--- src/rtl/bank_biu_pkg.sv ---
// Shared widths, burst length and read-path state encoding for the bank-side
// linefill bus interface unit.
package bank_biu_pkg;
  localparam int LF_ID_W = 6;
  localparam int NUM_IDS = 1 << LF_ID_W;
  localparam int BEAT_W  = 128;
  localparam int LINE_W  = 256;
  localparam logic [7:0] ARLEN_LF = 8'd1;

  typedef enum logic [1:0] {
    BEAT0 = 2'd0,
    BEAT1 = 2'd1,
    OUT   = 2'd2
  } r_state_e;
endpackage

--- src/rtl/bank_biu_inflight_tracker.sv ---
// In-flight linefill tracking: one pending bit per {set,way} id plus an
// outstanding counter saturating at MAX_OS.
module bank_biu_inflight_tracker
  import bank_biu_pkg::*;
#(
  parameter int MAX_OS = 8,
  localparam int CNT_W = $clog2(MAX_OS + 1)
) (
  input  logic               clk_i,
  input  logic               rst_i,
  input  logic               alloc_valid_i,
  input  logic [LF_ID_W-1:0] alloc_id_i,
  input  logic               rel_valid_i,
  input  logic [LF_ID_W-1:0] rel_id_i,
  output logic [NUM_IDS-1:0] pending_o,
  output logic               full_o,
  output logic [CNT_W-1:0]   os_cnt_o
);
  logic [NUM_IDS-1:0] pending_q, pending_d;
  logic [CNT_W-1:0]   os_cnt_q, os_cnt_d;
  logic               inc, dec;

  // Alloc and release always target different ids, so bit updates are independent.
  for (genvar gi = 0; gi < NUM_IDS; gi++) begin : g_pend
    assign pending_d[gi] = (pending_q[gi] & ~(rel_valid_i & (rel_id_i == LF_ID_W'(gi))))
                         | (alloc_valid_i & (alloc_id_i == LF_ID_W'(gi)));
  end

  assign full_o = (os_cnt_q == CNT_W'(MAX_OS));
  assign inc    = alloc_valid_i & ~full_o;
  assign dec    = rel_valid_i & (os_cnt_q != '0);

  always_comb begin
    os_cnt_d = os_cnt_q;
    if (inc && !dec)      os_cnt_d = os_cnt_q + CNT_W'(1);
    else if (dec && !inc) os_cnt_d = os_cnt_q - CNT_W'(1);
  end

  always_ff @(posedge clk_i or posedge rst_i) begin
    if (rst_i) begin
      pending_q <= '0;
      os_cnt_q  <= '0;
    end else begin
      pending_q <= pending_d;
      os_cnt_q  <= os_cnt_d;
    end
  end

  assign pending_o = pending_q;
  assign os_cnt_o  = os_cnt_q;
endmodule

--- src/rtl/bank_biu_linefill_ctrl.sv ---
// Linefill BIU: issues 2-beat read bursts and returns assembled 256-bit lines.
// Define BANK_BIU_LF_CHECK_EN to enable the sticky R-channel protocol checker.
module bank_biu_linefill_ctrl
  import bank_biu_pkg::*;
#(
  parameter int ADDR_W = 32,
  parameter int MAX_OS = 8
) (
  input  logic               clk_i,
  input  logic               rst_i,
  input  logic               req_valid_i,
  output logic               req_ready_o,
  input  logic [ADDR_W-1:0]  req_addr_i,
  input  logic [LF_ID_W-1:0] req_id_i,
  output logic               mem_arvalid_o,
  input  logic               mem_arready_i,
  output logic [ADDR_W-1:0]  mem_araddr_o,
  output logic [LF_ID_W-1:0] mem_arid_o,
  output logic [7:0]         mem_arlen_o,
  input  logic               mem_rvalid_i,
  output logic               mem_rready_o,
  input  logic [BEAT_W-1:0]  mem_rdata_i,
  input  logic [LF_ID_W-1:0] mem_rid_i,
  input  logic               mem_rlast_i,
  output logic               biu_isu_rvalid_o,
  input  logic               biu_isu_rready_i,
  output logic [LINE_W-1:0]  biu_isu_rdata_o,
  output logic [LF_ID_W-1:0] biu_isu_rid_o,
  output logic               lf_err_o
);
  localparam int CNT_W = $clog2(MAX_OS + 1);

  logic               ar_valid_q, ar_valid_d;
  logic [ADDR_W-1:0]  ar_addr_q, ar_addr_d;
  logic [LF_ID_W-1:0] ar_id_q, ar_id_d;
  r_state_e           r_state_q;
  logic               rready_q, isu_rvalid_q;
  logic [LINE_W-1:0]  line_q;
  logic [LF_ID_W-1:0] rid_q;
  logic [NUM_IDS-1:0] pending;
  logic               full;
  logic [CNT_W-1:0]   os_cnt;
  logic               accept, beat_hs, rel_fire;

  // Holding reset keeps the request side closed along with every other output.
  assign req_ready_o = (~ar_valid_q | mem_arready_i) & ~full & ~pending[req_id_i] & ~rst_i;
  assign accept      = req_valid_i & req_ready_o;
  assign beat_hs     = mem_rvalid_i & rready_q;
  assign rel_fire    = (r_state_q == OUT) & biu_isu_rready_i;

  bank_biu_inflight_tracker #(.MAX_OS(MAX_OS)) u_tracker (
    .clk_i         (clk_i),
    .rst_i         (rst_i),
    .alloc_valid_i (accept),
    .alloc_id_i    (req_id_i),
    .rel_valid_i   (rel_fire),
    .rel_id_i      (rid_q),
    .pending_o     (pending),
    .full_o        (full),
    .os_cnt_o      (os_cnt)
  );

  always_comb begin
    ar_valid_d = ar_valid_q;
    ar_addr_d  = ar_addr_q;
    ar_id_d    = ar_id_q;
    if (ar_valid_q && mem_arready_i) ar_valid_d = 1'b0;
    if (accept) begin
      ar_valid_d = 1'b1;
      ar_addr_d  = req_addr_i;
      ar_id_d    = req_id_i;
    end
  end

  always_ff @(posedge clk_i or posedge rst_i) begin
    if (rst_i) begin
      ar_valid_q <= 1'b0;
      ar_addr_q  <= '0;
      ar_id_q    <= '0;
    end else begin
      ar_valid_q <= ar_valid_d;
      ar_addr_q  <= ar_addr_d;
      ar_id_q    <= ar_id_d;
    end
  end

  // rready comes up one cycle after reset release, then drops only while a line waits in OUT.
  always_ff @(posedge clk_i or posedge rst_i) begin
    if (rst_i) begin
      r_state_q    <= BEAT0;
      rready_q     <= 1'b0;
      isu_rvalid_q <= 1'b0;
      line_q       <= '0;
      rid_q        <= '0;
    end else begin
      case (r_state_q)
        BEAT0: begin
          rready_q <= 1'b1;
          if (beat_hs) begin
            line_q[BEAT_W-1:0] <= mem_rdata_i;
            rid_q              <= mem_rid_i;
            r_state_q          <= BEAT1;
          end
        end
        BEAT1: begin
          if (beat_hs) begin
            line_q[LINE_W-1:BEAT_W] <= mem_rdata_i;
            rready_q                <= 1'b0;
            isu_rvalid_q            <= 1'b1;
            r_state_q               <= OUT;
          end
        end
        OUT: begin
          if (biu_isu_rready_i) begin
            rready_q     <= 1'b1;
            isu_rvalid_q <= 1'b0;
            r_state_q    <= BEAT0;
          end
        end
        default: r_state_q <= BEAT0;
      endcase
    end
  end

`ifdef BANK_BIU_LF_CHECK_EN
  logic err_q, err_d;

  always_comb begin
    err_d = err_q;
    if (beat_hs && (r_state_q == BEAT0) && mem_rlast_i) err_d = 1'b1;
    if (beat_hs && (r_state_q == BEAT1) && (!mem_rlast_i || (mem_rid_i != rid_q))) err_d = 1'b1;
    if (beat_hs && !pending[mem_rid_i]) err_d = 1'b1;
  end

  always_ff @(posedge clk_i or posedge rst_i) begin
    if (rst_i) err_q <= 1'b0;
    else       err_q <= err_d;
  end

  assign lf_err_o = err_q;
`else
  logic unused_rlast;
  assign unused_rlast = mem_rlast_i;
  assign lf_err_o     = 1'b0;
`endif

  assign mem_arvalid_o    = ar_valid_q;
  assign mem_araddr_o     = ar_addr_q;
  assign mem_arid_o       = ar_id_q;
  assign mem_arlen_o      = ARLEN_LF;
  assign mem_rready_o     = rready_q;
  assign biu_isu_rvalid_o = isu_rvalid_q;
  assign biu_isu_rdata_o  = line_q;
  assign biu_isu_rid_o    = rid_q;
endmodule
--- config.mk ---
export PLATFORM = sky130hd
export DESIGN_NAME = bank_biu_linefill_ctrl
export DESIGN_NICKNAME = d
export VERILOG_FILES = /design/src/rtl/bank_biu_pkg.sv /design/src/rtl/bank_biu_inflight_tracker.sv /design/src/rtl/bank_biu_linefill_ctrl.sv
export SDC_FILE = /design/constraint.sdc
export NUM_CORES = 1
export LEC_CHECK = 0
export CAP_MARGIN = 20
export CORE_MARGIN = 1
export CORE_UTILIZATION = 40
export CTS_CLUSTER_SIZE = 16
export DETAILED_ROUTE_END_ITERATION = 6
export GPL_TIMING_DRIVEN = 0
export PLACE_DENSITY_LB_ADDON = 0.12
export SLEW_MARGIN = 30
export SYNTH_ARGS = -nofsm -noshare
export SYNTH_HDL_FRONTEND = slang
export SYNTH_SLANG_ARGS = --single-unit
export TNS_END_PERCENT = 10
--- constraint.sdc ---
create_clock -name clk_i -period 20.8 [get_ports clk_i]
set_clock_uncertainty 0.2 [all_clocks]
set_input_delay 6.24 -clock clk_i [delete_from_list [all_inputs] [get_ports clk_i]]
set_output_delay 6.24 -clock clk_i [all_outputs]
set_load 0.05 [all_outputs]
# == After elaboration in Yosys (flattened, before gate mapping) ==
# Cells that the tools add are included.
# totals
word_cells,513
mem_bits_rw,0
mem_count,0
mem_bits_ro,0
latch_bits,0
register_bits,373
# op_classes
n_mux,16
n_shift,0
n_bitwise,333
div,0
order_cmp,1
n_mul,0
eq_ne,132
n_reduce_logical,18
add_sub_neg,2
# ops
cell,count
$eq 6x6->1 const B,64
$and 1x1->1,200
$eq 6x5->1 const B,32
$eq 6x4->1 const B,16
$not 1->1,68
$or 1x1->1,65
$eq 6x3->1 const B,8
$eq 6x2->1 const B,4
$eq 6x1->1 const B,2
$logic_not 6->1,2
$reduce_and 3->1,3
$mux 4,2
$lt 6x7->1 const B,1
$mux 1,7
$bmux 1 s6,1
$mux 2,3
$ne 2x2->1 const B,3
$pmux 2 s3,1
$reduce_bool 2->1,3
$add 4x1->4 const B,1
$eq 4x4->1 const B,1
$reduce_and 2->1,2
$reduce_bool 4->1,1
$sub 4x1->4 const B,1
8 further kinds,11

# == Depth between registers and ports, before layout ==
# depth
ltp_word,11
mapped_depth,17
mapped_depth_nobuf,13

# == Modules after synthesis ==
# Synthesis repeated with hierarchy kept, for this count alone.
# hier_totals
cells_unflattened,1015
area_unflattened_um2,15128.3
# modules_own_cells
module,area_each_um2,cells_each,n_inst
bank_biu_linefill_ctrl,12197.9,733,1
bank_biu_inflight_tracker,2930.3,282,1

# == Least setup slack after synthesis ==
# No wires, ideal clock.
# synth_path
path_kind,input to output
from,input port req_id_i[1]
to,output port req_ready_o
t_arrival_ns,9.339
required_time_ns,14.360
path_slack_ns,5.021
path_buffers,1
path_stages,6
path_cell_list,buf_6 > mux4_1 > mux4_2 > o2bb2ai_4 > o31a_4 > nor4b_1
# synth_between
elab_chain_cells,5
# synth_lines
item,line,text
start: declaration,bank_biu_linefill_ctrl.sv:14,"input logic [LF_ID_W-1:0] req_id_i,"
$bmux 1 s6,bank_biu_linefill_ctrl.sv:46,assign req_ready_o = (~ar_valid_q | mem_arready_i) & ~full & ~pending[req_id_i] & ~rst_i;
$mux 1 (implied by the code),bank_biu_linefill_ctrl.sv:46,
$not 1->1,bank_biu_linefill_ctrl.sv:46,
$and 1x1->1 (2 in series),bank_biu_linefill_ctrl.sv:46,
end: declaration,bank_biu_linefill_ctrl.sv:12,"output logic req_ready_o,"
# No other way between the ends. The select of a mux whose other input is x is not followed.

# == Worst setup path in the final report ==
# layout_path
from,input port req_id_i[5]
to,output port req_ready_o
# Same word-level chain as after synthesis.

==> results.ini <==
[outcome]
status=completed

[synthesis]
ys_seq_area_share_pct=62.48
ys_ff_latch=373
ys_types=55
yosysWarnings=0
async_flop_share_pct=100.0
syn-cell-area_sq_um=14940
syn_area_per_cell_sq_um=14.75
syn-instance-count=1013
synth-edff-count=0
synth_most_common_cell=dfrtp_1
synth_top_area_share_pct=62.48
yosys.area.top_type=dfrtp_1
ys_top_cells_by_area=dfrtp_1 (62%), mux2_2 (23%), o21ai_0 (3.7%)
synthTopCellsByCount=dfrtp_1 (373), mux2_2 (299), o21ai_0 (111)
synth_ff_type=dfrtp_1

[pwr]
peakVddDrop_mv=0.1333
power_leakage_nw=9.031
pwr_density_cell_nw_per_um2=197.6

[routing]
viasPerCell=5.115
vias=10449
drt-pass1-iter-count=5
wl_per_cell_um=21.80
drc_errors=0
ant_nets=0
drtIter0Drc=482
routed_wl_mm=44.53

[sta]
period_share_pct=75.54
hold_viol=0
setup_viol=0
fmaxAchievable_mhz=63.64
rsz0062_at_grt=no
worst_slew_pin_slew_ns=0.8871
relSlewSlack_pct=40.86
period_needed_ns=15.71
slew_viol_final=0
holdWs_ns=0.2768

[setup_path]
cp_max_fo=7
cp-end-kind=output pin
arrival_ns=9.27
startpoint_type=input pin
worstPathRequired_ns=14.36
r2r_cells=14
crit_type=input pin to output pin

[cts]
root_buffer=clkbuf_16
clockBufferDepth=3
ctsHtreeMaxLevel=2
path_clk_slew_ns=0.06
postCtsHoldBufs=0
post_cts_buffers=0
numCtsBuffers=41
cts-resized-gates=0
clock_latency_ns=0.53
clkSinkCount=373
cts_tree=yes

[die]
die_w_um=195.3
io_pins=492
core-area_sq_um=36700
num_rows=70
dieArea_sq_um=38120
die_h_um=195.3
start_util_pct=40.71

[flow_run]
max_cap_viol_count=0

[global_routing]
grt_pass1_wl_mm=67.16
grt_max_degree=88
grt_pass1_vias=11073
grt_overflow=0
grt_util_all_layers_pct=23.29
antenna_found_initial=5

[placed_design]
port_buffers=479
gp_congestion=0.9106
place_hpwl_mm=33.42

[worst_hold_path]
min_path_type=flip-flop to flip-flop
hold_depth=2

[layout]
fin_nets=1730
utilization_pct=59.10
drive_gt1_share_pct=25.45
syn2layout_area_growth_pct=45.17

## routing by layer
metal	GRT usage (%)	vias to the layer above	share of wire [%]
met1	26.45	5238	37
met5	0	-	0.061
met4	9.478	4	3.8
li1	-	4697	-
met3	8.636	86	9.7
met2	39.54	424	49
## power breakdown
| part | internal [W] | total, W | switching (W) |
|---|---|---|---|
| Sequential | 0.00105 | 0.00124 | 0.000182 |
| Clock | 0.000388 | 0.000668 | 0.000280 |
| Combinational | 0.000860 | 0.00238 | 0.00152 |
## layout by cell type (no fill, tap or decap), types with 5 or more instances in the layout
master | Yosys | routed
clkdlybuf4s50_1 | 0 | 479
dfrtp_1 | 373 | 373
mux2_2 | 299 | 299
o21ai_0 | 111 | 111
clkbuf_1 | 34 | 48
clkbuf_16 | 0 | 41
nand2_1 | 28 | 28
mux2i_1 | 20 | 20
o21ai_1 | 18 | 18
nand3_1 | 15 | 15
nor2_1 | 12 | 12
buf_6 | 11 | 11
buf_4 | 9 | 10
conb_1 | 2 | 9
nor2b_1 | 8 | 8
clkinv_2 | 0 | 8
a22oi_1 | 5 | 5
inv_1 | 6 | 5
mux4_1 | 5 | 5
clkbuf_8 | 1 | 5
## registers in the layout (all words and copies together) (netlist names)
register,cells
biu_isu_rid_o,6
biu_isu_rvalid_o,1
mem_araddr_o,32
mem_rready_o,1
mem_arvalid_o,1
u_tracker.os_cnt_o,4
u_tracker.pending_o,64
mem_arid_o,6
biu_isu_rdata_o,256
r_state_q,2
## area by class of cell
type / count / area [sq um]
multi-input cells: 582 / 5248
repair buffers: 484 / 4912
plain buffers: 59 / 366.6
inverters: 6 / 30.03
clock buffers: 59 / 1134
diodes: 3 / 7.507
flip-flops and latches: 373 / 9334
clock inverters: 9 / 70.07
well taps: 468 / 585.6
fillers: 2965 / 15010
## through the flow
step	setup slack [ns]	power, W	setup TNS (ns)	instances	cell area, sq um
2_1_floorplan	4.001	0.002770	0	1020	14970
3_3_place_gp	-0.8316	0.003615	-300.15	1967	20350
3_5_place_dp	5.107	0.003636	0	1972	20480
4_1_cts	5.094	0.004327	0	2040	21680
5_1_grt	4.971	0.004457	0	2043	21690
6_report	5.087	0.004284	0	2043	21690
## worst max-delay path: stages
cell             delay [ns]
clkdlybuf4s50_1        0.58
inv_1                  0.33
mux4_2                 0.60
o2bb2ai_4              0.19
o31a_4                 0.18
nor4b_1                0.27
clkdlybuf4s50_1        0.87
## path summary, 6_finish.rpt
kind                                                   start                                end  slack, ns
setup / recovery                                 req_id_i[5]                        req_ready_o       5.09
hold / removal                  biu_isu_rvalid_o$_DFFE_PP0P_       biu_isu_rvalid_o$_DFFE_PP0P_       0.28
setup reg to reg           u_tracker.os_cnt_o[0]$_DFFE_PP0P_  u_tracker.os_cnt_o[3]$_DFFE_PP0P_      17.21
hold reg to reg                 biu_isu_rvalid_o$_DFFE_PP0P_       biu_isu_rvalid_o$_DFFE_PP0P_       0.28
max in group asynchronous                              rst_i   biu_isu_rdata_o[113]$_DFFE_PP0P_      13.24
min in group asynchronous                              rst_i       mem_araddr_o[30]$_DFFE_PP0P_       5.98
## logic make-up (layout without fill, tap and decap cells)
group | count (synthesis) | after routing | share of synthesized area [%]
other | 2 | 12 | 0.05027
AO/OA/AOI/OAI | 153 | 153 | 5.946
flip-flops | 373 | 373 | 62.48
AND/OR/NAND/NOR | 83 | 83 | 2.982
buffers and inverters | 65 | 617 | 2.605
adder cells (fa/ha/maj) | 4 | 4 | 0.3853
multiplexers | 328 | 328 | 25.26
XOR/XNOR | 5 | 5 | 0.2932
No activity file was read; power rests on OpenSTA's default activity.
